===== config.mk =====
export PLATFORM = sky130hd
export DESIGN_NAME = onehot_code_decoder_flat
export DESIGN_NICKNAME = d
export VERILOG_FILES = /design/src/rtl/onehot_code_decoder_pkg.sv /design/src/rtl/onehot_code_decoder_if.sv /design/src/rtl/onehot_code_decoder_code_fifo.sv /design/src/rtl/onehot_code_decoder.sv /design/src/flat_wrapper.sv
export SDC_FILE = /design/constraint.sdc
export NUM_CORES = 1
export LEC_CHECK = 0
export CAP_MARGIN = 0
export CORE_AREA = 2 2 96 89
export CTS_CLUSTER_SIZE = 12
export DETAILED_ROUTE_END_ITERATION = 12
export DIE_AREA = 0 0 98 91
export GPL_ROUTABILITY_DRIVEN = 0
export PLACE_DENSITY = 0.55
export REMOVE_ABC_BUFFERS = 1
export SLEW_MARGIN = 20
export SYNTH_ARGS = -nofsm -noshare
export SYNTH_HDL_FRONTEND = slang
export SYNTH_SLANG_ARGS = --single-unit

===== constraint.sdc =====
create_clock -name clk -period 3.9 [get_ports clk]
set_input_delay 0.78 -clock clk [delete_from_list [all_inputs] [get_ports clk]]
set_output_delay 0.78 -clock clk [all_outputs]
set_load 0.005 [all_outputs]

===== src/rtl/onehot_code_decoder_pkg.sv =====
// Shared definitions for the one-hot code decoder slice.
//   CODE_W / ONEHOT_W : width of the encoded switch index and of the LED pattern
//   entry_t           : one buffered {flag, code} slot
//   state_t           : display FSM states
//   code_to_onehot    : expands {flag, code} into the LED pattern (all zero when flag=0)
package onehot_pkg;

    localparam int CODE_W   = 3;
    localparam int ONEHOT_W = 8;

    typedef struct packed {
        logic              flag;
        logic [CODE_W-1:0] code;
    } entry_t;

    localparam int ENTRY_W = $bits(entry_t);

    typedef enum logic {
        IDLE = 1'b0,
        SHOW = 1'b1
    } state_t;

    function automatic logic [ONEHOT_W-1:0] code_to_onehot(
        input logic              flag,
        input logic [CODE_W-1:0] code
    );
        logic [ONEHOT_W-1:0] result;
        result = '0;
        for (int i = 0; i < ONEHOT_W; i++) begin
            result[i] = flag && (code == CODE_W'(i));
        end
        return result;
    endfunction

endpackage


===== src/rtl/onehot_code_decoder_if.sv =====
// Handshake/display bundle between the switch encoder side and the decoder.
//   in_valid/in_code/in_flag : entry offered by the encoder (master drives)
//   in_ready                 : decoder can accept an entry (slave drives)
//   out_onehot/out_valid     : pattern currently on display (slave drives)
//   busy/overflow            : status (slave drives)
interface onehot_code_decoder_if;
    import onehot_pkg::*;

    logic                in_valid;
    logic                in_ready;
    logic [CODE_W-1:0]   in_code;
    logic                in_flag;
    logic [ONEHOT_W-1:0] out_onehot;
    logic                out_valid;
    logic                busy;
    logic                overflow;

    modport master (
        output in_valid, in_code, in_flag,
        input  in_ready, out_onehot, out_valid, busy, overflow
    );

    modport slave (
        input  in_valid, in_code, in_flag,
        output in_ready, out_onehot, out_valid, busy, overflow
    );

endinterface


===== src/rtl/onehot_code_decoder_code_fifo.sv =====
// Small synchronous FIFO for buffered decoder entries.
//   clk, rst        : clock, asynchronous active-low reset (empties the FIFO)
//   push / wr_data  : write an entry when not full (push while full is ignored)
//   pop  / rd_data  : rd_data always shows the head; pop advances it when not empty
//   full/empty/count: occupancy status, count is 0..DEPTH
// DEPTH must be a power of two so the pointers wrap naturally.
module code_fifo #(
    parameter int DEPTH = 4,
    parameter int WIDTH = 4
) (
    input  logic                     clk,
    input  logic                     rst,
    input  logic                     push,
    input  logic                     pop,
    input  logic [WIDTH-1:0]         wr_data,
    output logic [WIDTH-1:0]         rd_data,
    output logic                     full,
    output logic                     empty,
    output logic [$clog2(DEPTH):0]   count
);

    localparam int PTR_W   = $clog2(DEPTH);
    localparam int COUNT_W = $clog2(DEPTH) + 1;

    logic [WIDTH-1:0]   mem [DEPTH];
    logic [PTR_W-1:0]   wr_ptr_reg;
    logic [PTR_W-1:0]   rd_ptr_reg;
    logic [COUNT_W-1:0] count_reg;
    logic               push_ok;
    logic               pop_ok;

    assign full    = (count_reg == COUNT_W'(DEPTH));
    assign empty   = (count_reg == '0);
    assign count   = count_reg;
    assign push_ok = push && !full;
    assign pop_ok  = pop && !empty;

    // Head is read combinationally so the consumer can pop and load the
    // entry on the same edge, which keeps back-to-back display gap-free.
    assign rd_data = mem[rd_ptr_reg];

    // Storage has no reset: clearing the pointers and count is what
    // discards the contents.
    always_ff @(posedge clk) begin
        if (push_ok) begin
            mem[wr_ptr_reg] <= wr_data;
        end
    end

    always_ff @(posedge clk or negedge rst) begin
        if (!rst) begin
            wr_ptr_reg <= '0;
            rd_ptr_reg <= '0;
            count_reg  <= '0;
        end else begin
            if (push_ok) begin
                wr_ptr_reg <= wr_ptr_reg + PTR_W'(1);
            end
            if (pop_ok) begin
                rd_ptr_reg <= rd_ptr_reg + PTR_W'(1);
            end
            case ({push_ok, pop_ok})
                2'b10:   count_reg <= count_reg + COUNT_W'(1);
                2'b01:   count_reg <= count_reg - COUNT_W'(1);
                default: count_reg <= count_reg;
            endcase
        end
    end

endmodule


===== src/rtl/onehot_code_decoder.sv =====
// Expands buffered {flag, code} entries into an 8-bit one-hot LED pattern and
// keeps each pattern on display for HOLD_CYCLES clocks.
//   clk      : system clock
//   rst      : asynchronous active-low reset
//   bus      : slave side of onehot_code_decoder_if
//              (in_valid/in_ready/in_code/in_flag in, out_onehot/out_valid/
//               busy/overflow out)
// Parameters: HOLD_CYCLES (1..65535) display time per entry,
//             FIFO_DEPTH (power of two, >= 2) buffered entries.
module onehot_code_decoder
    import onehot_pkg::*;
#(
    parameter int HOLD_CYCLES = 4,
    parameter int FIFO_DEPTH  = 4
) (
    input  logic                 clk,
    input  logic                 rst,
    onehot_code_decoder_if.slave bus
);

    localparam int          COUNT_W     = $clog2(FIFO_DEPTH) + 1;
    localparam logic [15:0] HOLD_RELOAD = 16'(HOLD_CYCLES - 1);

    entry_t                wr_entry;
    entry_t                head_entry;
    logic                  fifo_full;
    logic                  fifo_empty;
    logic [COUNT_W-1:0]    fifo_count;
    logic                  pop;

    state_t                state_reg;
    logic [15:0]           hold_cnt_reg;
    logic [ONEHOT_W-1:0]   out_onehot_reg;
    logic                  out_valid_reg;
    logic                  overflow_reg;

    assign wr_entry.flag = bus.in_flag;
    assign wr_entry.code = bus.in_code;

    code_fifo #(
        .DEPTH (FIFO_DEPTH),
        .WIDTH (ENTRY_W)
    ) u_fifo (
        .clk     (clk),
        .rst     (rst),
        .push    (bus.in_valid),
        .pop     (pop),
        .wr_data (wr_entry),
        .rd_data (head_entry),
        .full    (fifo_full),
        .empty   (fifo_empty),
        .count   (fifo_count)
    );

    // The head is consumed whenever the display slot is free: either nothing
    // is shown, or the current pattern is in its last hold cycle.
    assign pop = !fifo_empty && ((state_reg == IDLE) || (hold_cnt_reg == 16'd0));

    always_ff @(posedge clk or negedge rst) begin
        if (!rst) begin
            state_reg      <= IDLE;
            hold_cnt_reg   <= 16'd0;
            out_onehot_reg <= '0;
            out_valid_reg  <= 1'b0;
            overflow_reg   <= 1'b0;
        end else begin
            if (bus.in_valid && fifo_full) begin
                overflow_reg <= 1'b1;
            end

            case (state_reg)
                IDLE: begin
                    if (pop) begin
                        out_onehot_reg <= code_to_onehot(head_entry.flag, head_entry.code);
                        out_valid_reg  <= 1'b1;
                        hold_cnt_reg   <= HOLD_RELOAD;
                        state_reg      <= SHOW;
                    end
                end
                SHOW: begin
                    if (hold_cnt_reg != 16'd0) begin
                        hold_cnt_reg <= hold_cnt_reg - 16'd1;
                    end else if (pop) begin
                        out_onehot_reg <= code_to_onehot(head_entry.flag, head_entry.code);
                        out_valid_reg  <= 1'b1;
                        hold_cnt_reg   <= HOLD_RELOAD;
                    end else begin
                        out_onehot_reg <= '0;
                        out_valid_reg  <= 1'b0;
                        state_reg      <= IDLE;
                    end
                end
            endcase
        end
    end

    // in_ready looks only at occupancy, never at a same-cycle pop.
    assign bus.in_ready   = !fifo_full;
    assign bus.out_onehot = out_onehot_reg;
    assign bus.out_valid  = out_valid_reg;
    assign bus.overflow   = overflow_reg;
    assign bus.busy       = (state_reg == SHOW) || (fifo_count != '0);

endmodule


===== src/flat_wrapper.sv =====
// flat-port wrapper written by rule: the top's interface ports become plain ports
module onehot_code_decoder_flat import onehot_pkg::*;
#(
    parameter int HOLD_CYCLES = 4,
    parameter int FIFO_DEPTH  = 4
)
  (clk, rst, bus_in_valid, bus_in_code, bus_in_flag, bus_in_ready, bus_out_onehot, bus_out_valid, bus_busy, bus_overflow);
  onehot_code_decoder_if bus_i ();
  input  logic clk;
  input  logic rst;
  input wire logic [$bits(bus_i.in_valid)-1:0] bus_in_valid;
  input wire logic [$bits(bus_i.in_code)-1:0] bus_in_code;
  input wire logic [$bits(bus_i.in_flag)-1:0] bus_in_flag;
  output wire logic [$bits(bus_i.in_ready)-1:0] bus_in_ready;
  output wire logic [$bits(bus_i.out_onehot)-1:0] bus_out_onehot;
  output wire logic [$bits(bus_i.out_valid)-1:0] bus_out_valid;
  output wire logic [$bits(bus_i.busy)-1:0] bus_busy;
  output wire logic [$bits(bus_i.overflow)-1:0] bus_overflow;
  assign bus_i.in_valid = bus_in_valid;
  assign bus_i.in_code = bus_in_code;
  assign bus_i.in_flag = bus_in_flag;
  assign bus_in_ready = bus_i.in_ready;
  assign bus_out_onehot = bus_i.out_onehot;
  assign bus_out_valid = bus_i.out_valid;
  assign bus_busy = bus_i.busy;
  assign bus_overflow = bus_i.overflow;
  onehot_code_decoder #(.HOLD_CYCLES(HOLD_CYCLES), .FIFO_DEPTH(FIFO_DEPTH)) u_core (.clk(clk), .rst(rst), .bus(bus_i));
endmodule

==> reports/results.txt <==
status: completed
Worst Path Required: 4.14 ns
Syn-to-layout area delta: 17.1%
Critical Path Start Type: flop
synth warn: 0
clock insertion delay at the later pin of the skew report: 0.30 ns
Final setup viols: 0
antenna violations before repair: 0
die area: 0.00892 mm^2
Leakage: 1.05 nW
routing usage on met1: 15.0%
slew margin rel.: 57.4%
FFs w/ async S/R, synth: 68.0%
min-delay worst type: reg2reg
# rows: 31
RSZ-0062 raised after global routing: no
CP Capture Type: flop
WL/cell: 14.5 um
dpl hpwl: 3140 um
fmax: 308 MHz
placed instance area: 0.00260 mm^2
nets: 218
dpl cells: 296
gr busiest metal: met2
worst stage delay on the critical path: 0.55 ns
Post-Layout Cell Count: 304
Power Total: 1.93 mW
overall global routing resource usage: 10.5%
Core Region: 0.00787 mm^2
I/O pins: 19
pin count of the biggest net entering global routing: 35
Routed Antenna Nets: 0
synth unique cells: 48
Crit. path cell count: 12
post-layout util: 34.5%
cell taking the most area after synthesis: dfrtp_1
# Max-Cap Violations: 0
Post-synth EDFFs: 16
register bit total from synthesis: 50
Avg Inst Size Synth: 12.7 um^2
DR DRC count: 0
die height: 91 um
clk_skew: 0.0104 ns
Initial Util: 29.4%
ANT cells: 0
P per Cell Area: 709 mW/mm^2
drt via density: 4.97
post-synth top area share: 36.7%
Post-Syn Instances: 182
critical path class: reg2reg
Longest Clk Path Bufs: 2
hold_ws: 0.497 ns
die width: 98 um
initial DRC count: 88
drt first pass iters: 4
grt ovf: 0
routed wire length: 4410 um
Hold Path Stages: 1
Most used DFF post-synth: dfrtp_1
GR Util met3: 2.54%
Fin. Hold Viols: 0
Via Count: 1511
setup tns final: 0 ns
VDD IR-drop max: 185 uV
CTS tree: yes
number of global-route vias before repair: 1506
pre-CTS WS: 0.694 ns
post-CTS sizing: 0
max-slew violations: 0
sequential share of the synthesized area: 57.5%
Synth Cell Area: 0.00232 mm^2
Synth area leaders: dfrtp_1 (37%), edfxtp_1 (21%), mux4_2 (3.9%), a32o_1 (3.5%), ha_1 (3.2%)
Final WS setup: 0.655 ns
most common cell in the netlist: dfrtp_1
Synth top cells by count: dfrtp_1 (34), edfxtp_1 (16), inv_1 (12)
# Post-CTS Setup Buffers: 0
CP cell instances: inv_1, ha_1, nor3b_1, and4_1, a21oi_2, inv_1, ha_1, inv_1, fa_1, xor2_1, nor2_1, xor2_1
CP dominant cell by count: inv_1
Crit path buffers/inverters: 3
Reg clk slew, reported paths: 0.10 ns
post-route cell area: 0.00271 mm^2
Final period util: 83.2%
layout cells sized above 1: 11.7%
first-pass GRT wire length: 7550 um
Min Clock Period, post-route: 3.24 ns
# hold bufs at CTS: 0
CP Data Arrival Time: 3.48 ns
delay-heaviest family, CP: simple AND/OR/NAND/NOR gates
clock sinks: 50
pin slew with the least headroom to its limit: 0.638 ns
CTS root buffer: clkbuf_8
Port-buffer cells: 18
worst reg2reg path depth: 12
cts bufs inserted: 5
Worst path slowest cell: nor3b_1
critical path fanouts, max: 12
htree depth: 2
fillers: 767
GRT met2 Usage: 15.4%
cells by family (layout without fill, tap and decap cells):
group / after synthesis / after routing / share of synthesized area (%)
AND/OR/NAND/NOR: 52 / 52 / 12.7
flip-flops: 50 / 50 / 57.5
AO/OA/AOI/OAI: 45 / 45 / 15.3
buffers and inverters: 16 / 39 / 3.29
adder cells (fa/ha/maj): 7 / 7 / 4.10
XOR/XNOR: 6 / 6 / 2.27
multiplexers: 6 / 6 / 4.81
routing by layer:
metal / part of all wire [%] / up-vias / wire length, um
met5: 0 / - / 0
met4: 1.5 / 0 / 65
met3: 4.4 / 5 / 195
met2: 44 / 30 / 1930
met1: 50 / 736 / 2220
li1: - / 740 / -
worst paths after layout:
kind / from / endpoint / slack (ns)
min reg2reg: u_core.bus.out_valid$_DFFE_PN0P_ / u_core.bus.out_valid$_DFFE_PN0P_ / 0.50
min in group asynchronous: rst / u_core.u_fifo.wr_ptr_reg[1]$_DFFE_PN0P_ / 0.88
max reg2reg: u_core.hold_cnt_reg[0]$_DFF_PN0_ / u_core.u_fifo.count[2]$_DFFE_PN0P_ / 0.66
max: u_core.hold_cnt_reg[0]$_DFF_PN0_ / u_core.u_fifo.count[2]$_DFFE_PN0P_ / 0.66
max in group asynchronous: rst / u_core.hold_cnt_reg[2]$_DFF_PN0_ / 2.69
min: u_core.bus.out_valid$_DFFE_PN0P_ / u_core.bus.out_valid$_DFFE_PN0P_ / 0.50
report_power, final:
group | internal, mW | leakage, nW | total (mW) | switching (mW)
sequential | 0.726 | 0.570 | 0.906 | 0.180
combinational | 0.328 | 0.421 | 0.644 | 0.316
clock | 0.195 | 0.0587 | 0.375 | 0.180
total | 1.25 | 1.05 | 1.93 | 0.677
cells in the final DEF (no fill, tap or decap), types with 3 or more instances in the layout:
| master | n |
|---|---|
| ha_1 | 6 |
| dfrtp_1 | 34 |
| nand2_1 | 10 |
| and3_1 | 4 |
| nand3_1 | 5 |
| or3_1 | 3 |
| xnor2_1 | 4 |
| o41ai_1 | 3 |
| o211ai_1 | 5 |
| and2_1 | 3 |
| nor3_1 | 4 |
| mux4_2 | 4 |
| clkbuf_8 | 5 |
| inv_1 | 12 |
| a32o_1 | 8 |
| nor2_1 | 9 |
| o21ai_0 | 8 |
| o31ai_1 | 4 |
| nor2b_1 | 3 |
| clkdlybuf4s50_1 | 18 |
| a21oi_1 | 3 |
| edfxtp_1 | 16 |
worst register-to-register path: stages (launching register included):
cell and delay [ns]:
dfrtp_1 0.38, inv_1 0.09, ha_1 0.18, nor3b_1 0.55, and4_1 0.36, a21oi_2 0.17, inv_1 0.36, ha_1 0.26
inv_1 0.06, fa_1 0.37, xor2_1 0.15, nor2_1 0.11, xor2_1 0.14
layout make-up:
class,count,area (um^2),area share [%]
clock buffer,5,68.8,2.54
clock inverter,3,47.5,1.75
inverter,12,45.0,1.66
multi-input combinational,116,910,33.5
sequential,50,1330,49.1
tap,99,124,4.56
timing repair buffer,19,188,6.92
(Power assumes the default switching activity.)
